File: src/rtl/tlul_rr_arbiter_if.sv
// TL-UL beat types and the host/device bundle
// shared by the round-robin arbiter.
package tlul_pkg;
    typedef struct packed {
        logic        a_valid;
        logic [2:0]  a_opcode;
        logic [2:0]  a_param;
        logic [1:0]  a_size;
        logic [7:0]  a_source;
        logic [31:0] a_address;
        logic [3:0]  a_mask;
        logic [31:0] a_data;
        logic        d_ready;
    } tl_h2d_t;

    typedef struct packed {
        logic        d_valid;
        logic [2:0]  d_opcode;
        logic [2:0]  d_param;
        logic [1:0]  d_size;
        logic [7:0]  d_source;
        logic        d_sink;
        logic [31:0] d_data;
        logic        d_error;
        logic        a_ready;
    } tl_d2h_t;
endpackage

interface tlul_rr_arbiter_if #(
    parameter int M      = 2,
    parameter int MaxOut = 4
);
    import tlul_pkg::*;

    localparam int CW = $clog2(MaxOut + 1);

    tl_h2d_t       tl_h_i [M];
    tl_d2h_t       tl_h_o [M];
    tl_h2d_t       tl_d_o;
    tl_d2h_t       tl_d_i;
    logic          busy_o;
    logic [CW-1:0] out_cnt_o;
    logic          err_o;

    modport slave (
        input  tl_h_i, tl_d_i,
        output tl_h_o, tl_d_o, busy_o, out_cnt_o, err_o
    );

    modport master (
        output tl_h_i, tl_d_i,
        input  tl_h_o, tl_d_o, busy_o, out_cnt_o, err_o
    );
endinterface

File: src/rtl/tlul_rr_arbiter.sv
// Round-robin TL-UL arbiter: M hosts share one in-order device,
// responses routed back through an in-order ID FIFO.
module tlul_rr_arbiter #(
    parameter int M      = 2,
    parameter int MaxOut = 4
) (
    input logic              clk_i,
    input logic              rst_i,
    tlul_rr_arbiter_if.slave bus
);
    import tlul_pkg::*;

    localparam int PW = (M > 1) ? $clog2(M) : 1;
    localparam int AW = (MaxOut > 1) ? $clog2(MaxOut) : 1;
    localparam int CW = $clog2(MaxOut + 1);

    logic [PW-1:0] ptr_q;
    logic [PW-1:0] lock_idx_q;
    logic          lock_q;
    logic [PW-1:0] fifo_q [MaxOut];
    logic [AW-1:0] wr_ptr;
    logic [AW-1:0] rd_ptr;
    logic [CW-1:0] cnt_q;
    logic          err_q;

    logic [PW-1:0] gnt;
    logic [PW-1:0] gnt_nxt;
    logic [PW-1:0] head;
    logic          gnt_vld;
    logic          full;
    logic          empty;
    logic          push;
    logic          pop;

    tl_h2d_t d_o;
    tl_d2h_t h_o [M];

    assign full  = (cnt_q == CW'(MaxOut));
    assign empty = (cnt_q == '0);
    assign head  = fifo_q[rd_ptr];

    // A locked grant is held until its handshake; otherwise scan from ptr_q.
    always_comb begin
        int            idx;
        logic [PW-1:0] sel;
        gnt     = ptr_q;
        gnt_vld = 1'b0;
        idx     = 0;
        sel     = '0;
        if (lock_q) begin
            gnt     = lock_idx_q;
            gnt_vld = bus.tl_h_i[lock_idx_q].a_valid & ~full;
        end else begin
            for (int k = 0; k < M; k++) begin
                idx = int'(ptr_q) + k;
                if (idx >= M) idx = idx - M;
                sel = PW'(idx);
                if (!gnt_vld && !full && bus.tl_h_i[sel].a_valid) begin
                    gnt     = sel;
                    gnt_vld = 1'b1;
                end
            end
        end
    end

    assign gnt_nxt = (gnt == PW'(M - 1)) ? '0 : gnt + 1'b1;

    always_comb begin
        d_o         = bus.tl_h_i[gnt];
        d_o.a_valid = gnt_vld;
        d_o.d_ready = empty ? 1'b1 : bus.tl_h_i[head].d_ready;
    end

    always_comb begin
        for (int i = 0; i < M; i++) begin
            h_o[i]         = bus.tl_d_i;
            h_o[i].a_ready = (gnt == PW'(i)) & bus.tl_d_i.a_ready & ~full;
            h_o[i].d_valid = ~empty & (head == PW'(i)) & bus.tl_d_i.d_valid;
        end
    end

    assign push = gnt_vld & bus.tl_d_i.a_ready;
    assign pop  = ~empty & bus.tl_d_i.d_valid & d_o.d_ready;

    assign bus.tl_d_o    = d_o;
    assign bus.tl_h_o    = h_o;
    assign bus.busy_o    = ~empty;
    assign bus.out_cnt_o = cnt_q;
    assign bus.err_o     = err_q;

    always_ff @(posedge clk_i or posedge rst_i) begin
        if (rst_i) begin
            ptr_q      <= '0;
            lock_q     <= 1'b0;
            lock_idx_q <= '0;
            wr_ptr     <= '0;
            rd_ptr     <= '0;
            cnt_q      <= '0;
            err_q      <= 1'b0;
            for (int i = 0; i < MaxOut; i++) fifo_q[i] <= '0;
        end else begin
            // Dropping a_valid while stalled also releases the lock.
            lock_q     <= gnt_vld & ~bus.tl_d_i.a_ready;
            lock_idx_q <= gnt;
            if (push) begin
                fifo_q[wr_ptr] <= gnt;
                wr_ptr         <= wr_ptr + 1'b1;
                ptr_q          <= gnt_nxt;
            end
            if (pop) rd_ptr <= rd_ptr + 1'b1;
            cnt_q <= cnt_q + CW'(push) - CW'(pop);
            err_q <= empty & bus.tl_d_i.d_valid;
        end
    end
endmodule

File: src/flat_wrapper.sv
// flat-port wrapper written by rule: the top's interface ports become plain ports
module tlul_rr_arbiter_flat import tlul_pkg::*;
#(
    parameter int M      = 2,
    parameter int MaxOut = 4
)
  (clk_i, rst_i, bus_tl_h_i, bus_tl_d_i, bus_tl_h_o, bus_tl_d_o, bus_busy_o, bus_out_cnt_o, bus_err_o);
  tlul_rr_arbiter_if #(.M(M), .MaxOut(MaxOut)) bus_i ();
  input logic clk_i;
  input logic rst_i;
  input wire logic [$bits(bus_i.tl_h_i)-1:0] bus_tl_h_i;
  input wire logic [$bits(bus_i.tl_d_i)-1:0] bus_tl_d_i;
  output wire logic [$bits(bus_i.tl_h_o)-1:0] bus_tl_h_o;
  output wire logic [$bits(bus_i.tl_d_o)-1:0] bus_tl_d_o;
  output wire logic [$bits(bus_i.busy_o)-1:0] bus_busy_o;
  output wire logic [$bits(bus_i.out_cnt_o)-1:0] bus_out_cnt_o;
  output wire logic [$bits(bus_i.err_o)-1:0] bus_err_o;
  assign bus_i.tl_h_i = {>>{bus_tl_h_i}};
  assign bus_i.tl_d_i = bus_tl_d_i;
  assign bus_tl_h_o = {>>{bus_i.tl_h_o}};
  assign bus_tl_d_o = bus_i.tl_d_o;
  assign bus_busy_o = bus_i.busy_o;
  assign bus_out_cnt_o = bus_i.out_cnt_o;
  assign bus_err_o = bus_i.err_o;
  tlul_rr_arbiter #(.M(M), .MaxOut(MaxOut)) u_core (.clk_i(clk_i), .rst_i(rst_i), .bus(bus_i));
endmodule
File: config.mk
export PLATFORM = sky130hd
export DESIGN_NAME = tlul_rr_arbiter_flat
export DESIGN_NICKNAME = d
export VERILOG_FILES = /design/src/rtl/tlul_rr_arbiter_if.sv /design/src/rtl/tlul_rr_arbiter.sv /design/src/flat_wrapper.sv
export SDC_FILE = /design/constraint.sdc
export NUM_CORES = 1
export LEC_CHECK = 0
export ABC_AREA = 1
export ABC_CLOCK_PERIOD_IN_PS = 2320
export BUFFER_PORTS_ARGS = -buffer_cell sky130_fd_sc_hd__clkbuf_2
export CORE_AREA = 2 2 162 164
export DETAILED_ROUTE_END_ITERATION = 10
export DIE_AREA = 0 0 164 166
export PLACE_DENSITY = 0.37
export SETUP_SLACK_MARGIN = 0.1
export SLEW_MARGIN = 20
export SYNTH_ARGS = -nofsm -noshare
export SYNTH_HDL_FRONTEND = slang
export SYNTH_SLANG_ARGS = --single-unit
export TNS_END_PERCENT = 20
File: constraint.sdc
create_clock -name clk_i -period 2.32 [get_ports clk_i]
set_clock_uncertainty 0.15 [all_clocks]
set_input_delay 0.348 -clock clk_i [delete_from_list [all_inputs] [get_ports clk_i]]
set_output_delay 0.348 -clock clk_i [all_outputs]
set_load 0.01 [all_outputs]
==> results.sh <==
export IMPL_outcome="finished, violations left"
export IMPL_violations="negative setup slack"
export IMPL_p_leak_nw=2.76
export IMPL_drc=0
export IMPL_crit_chain="inv_2, nand2_2, nand2_2, inv_2, nand3_2, nand2_2, nand2_2, nand2_4, buf_6, buf_12, clkbuf_16, nand2_2, nand2_1, buf_2"
export IMPL_use_met3=0.0317
export IMPL_period_share=1.03
export IMPL_clock_path_buffers=2
export IMPL_cts_root_buf="clkbuf_16"
export IMPL_antennaDiodeCount=0
export IMPL_met2_usage=0.173
export IMPL_hold_viol=0
export IMPL_design_area_um2=4530
export IMPL_crit_top_cell="nand2_2"
export IMPL_ioPinCount=421
export IMPL_vias=3464
export IMPL_fmax_mhz=417
export IMPL_layout_drive_gt1_share=0.549
export IMPL_design_die_area_um2=27200
export IMPL_post_dp_cell_area_um2=3730
export IMPL_fin_nets=904
export IMPL_yosysTopAreaCell="nand2_1"
export IMPL_grt_overflow_total=0
export IMPL_grt_start_max_net_pins=24
export IMPL_cts_tree="built"
export IMPL_ys_seq_area_frac=0.135
export IMPL_critPathTopFamily="buffers and inverters"
export IMPL_period_minus_slack_ns=2.40
export IMPL_die_h_um=166
export IMPL_synth_top_area_share=0.392
export IMPL_grt_antenna_before_repair=0
export IMPL_critPathKind="flop to primary output"
export IMPL_finalWorstSetupSlack_ns=-0.0794
export IMPL_power_share_switching=0.511
export IMPL_dr_pass1_iters=4
export IMPL_crit_slowest_cell="dfrtp_1"
export IMPL_vdd_ir_drop_worst_mv=0.563
export IMPL_grt_pass1_wl_um=19400
export IMPL_core_area_um2=25600
export IMPL_cp_start_kind="flop"
export IMPL_ant_nets=0
export IMPL_critPathArrivalTime_ns=1.90
export IMPL_cp_max_fo=6
export IMPL_synthCells=486
export IMPL_yosys_warnings=0
export IMPL_relSlewSlack=0.574
export IMPL_synth_area_um2=2780
export IMPL_rows=59
export IMPL_drv_cap=0
export IMPL_place_ws_ns=0.0202
export IMPL_clk_latency_ns=0.25
export IMPL_sequentialPowerShare=0.065
export IMPL_ys_types=21
export IMPL_p_int_mw=3.83
export IMPL_endpoint_kind="primary output"
export IMPL_wl_per_cell_um=14.3
export IMPL_h_tree_depth=1
export IMPL_crit_path_max_incr_delay_ns=0.42
export IMPL_worst_pin_slew_ns=0.638
export IMPL_die_width_um=164
export IMPL_hold_ws_ns=0.00908
export IMPL_ys_ff_latch=15
export IMPL_grt_busiest_layer="met2"
export IMPL_clk_pin_slew_ns=0.05
export IMPL_wirelength_um=14400
export IMPL_required_ns=1.82
export IMPL_cts_sinks=15
export IMPL_grt_pass1_vias=3301
export IMPL_p_clk_frac=0.044
export IMPL_drt_iter0_drc=125
export IMPL_hold_path_class="input pin to async pin"
export IMPL_rsz0062_at_grt="true"
export IMPL_combPwrFrac=0.892
export IMPL_via_per_inst=3.45
export IMPL_path_buf_inv=6
export IMPL_gp_congestion=0.772
export IMPL_dp_hpwl_um=10200
export IMPL_initial_core_util=0.109
export IMPL_postSynthNetCount=719
export IMPL_syn_avg_cell_area_um2=5.73
export IMPL_cellPowerDensity_nw_per_um2=1730
export IMPL_port_buffer_count=270
export IMPL_syn2layout_area_growth_pct=62.6
export IMPL_drv_slew=0
export IMPL_cts_buffers=3
export IMPL_setup_viol=54
export IMPL_synth_area_leaders="nand2_1 39%, buf_4 27%, dfrtp_1 13%"
export IMPL_grt_use_met1=0.103
export IMPL_track_usage=0.0942
export IMPL_p_sw_mw=4.00
export IMPL_ctsHoldBuffers=0
[through the flow]
step	cells	utilization	power [mW]	setup TNS [ns]
3_3_place_gp	979	0.146	5.33	0
5_1_grt	1005	0.177	8.56	-12.68
4_1_cts	999	0.163	7.20	-3.26
3_5_place_dp	979	0.146	5.30	0
2_1_floorplan	486	-	3.81	0
6_report	1005	0.177	7.83	-2.39
[cell usage after synthesis, drive strengths merged]
library cell,n
xnor2,3
xor2,1
nand3b,1
o21ai,4
nor2,7
nand3,9
nor3,1
nand4,4
nand2,292
fa,1
ha,6
buf,121
inv,18
dfrtp,15
a21oi,3
[sequential cells by signal, indices dropped and copies added (netlist names)]
register and cells:
u_core.fifo_q 4, u_core.ptr_q 1, u_core.lock_q 1, u_core.rd_ptr 2, u_core.bus.out_cnt_o 3, u_core.bus.err_o 1
u_core.lock_idx_q 1, u_core.wr_ptr 2
[timing repair]
action,in CTS,in global routing
cloned,7,3
pin swaps,25,30
gates resized for setup,31,128
endpoints found under the setup margin,88,89
buffers inserted,9,3
[per-layer routing]
metal / vias to the layer above / wire length, um
met4: 0 / 137
met1: 1471 / 5390
met2: 243 / 7300
met5: - / 0
met3: 21 / 1600
li1: 1729 / -
[cell usage in the layout (no fill, tap or decap), drive strengths merged]
cell type,synthesis,final
buf,121,93
nor3,1,1
o21ai,4,4
clkbuf,0,212
fa,1,1
xnor2,3,3
xor2,1,1
ha,6,6
nand2,292,292
nand3,9,9
dfrtp,15,15
nand3b,1,1
a21oi,3,3
inv,18,18
nand4,4,4
nor2,7,7
[worst reg2reg max path, delay by kind of cell, from the launching register on]
family	cells	cell delay [ns]
buffers and inverters	5	0.28
DFF	1	0.40
and+or+nand+nor	6	0.48
adders and majority gates	3	0.78
[power groups by stage]
stage / registers (mW) / logic (mW) / clock network [mW]
detailed placement: 0.503 / 4.80 / 0
CTS: 0.500 / 6.35 / 0.353
global route: 0.523 / 7.67 / 0.363
floorplan: 0.502 / 3.31 / 0
global placement: 0.503 / 4.83 / 0
finish: 0.506 / 6.98 / 0.342
[cell type report]
| cell class | count | area, um2 |
|---|---|---|
| Inverter | 18 | 75.1 |
| Multi-Input combinational cell | 332 | 1610 |
| Sequential cell | 15 | 375 |
| Clock buffer | 4 | 78.8 |
| Fill cell | 2964 | 21100 |
| Timing Repair Buffer | 301 | 1970 |
| Tap cell | 335 | 419 |
[final timing paths]
kind	startpoint	endpoint	slack (ns)	cells after the start
setup / recovery	u_core.ptr_q	bus_tl_d_o[53]	-0.08	14
hold / removal	rst_i	u_core.bus.out_cnt_o[2]	0.009	2
setup reg to reg	u_core.rd_ptr[0]	u_core.bus.out_cnt_o[1]	0.12	14
hold reg to reg	u_core.fifo_q[0]	u_core.fifo_q[0]	0.35	2
max in group asynchronous	rst_i	u_core.bus.out_cnt_o[0]	1.60	2
min in group clk_i	bus_tl_d_i[51]	u_core.bus.err_o	0.17	3
[cells by family (layout without fill, tap and decap cells)]
family                     after synthesis  count (layout)  synth area share
AOI/OAI and AO/OA                        7               7            0.0126
xor gates and xnor gates                 4               4            0.0126
adders and majority gates                7               7            0.0342
buffers and inverters                  139             323             0.369
DFF                                     15              15             0.135
and+or+nand+nor                        314             314             0.437
No activity file was read; power rests on OpenSTA's default activity.
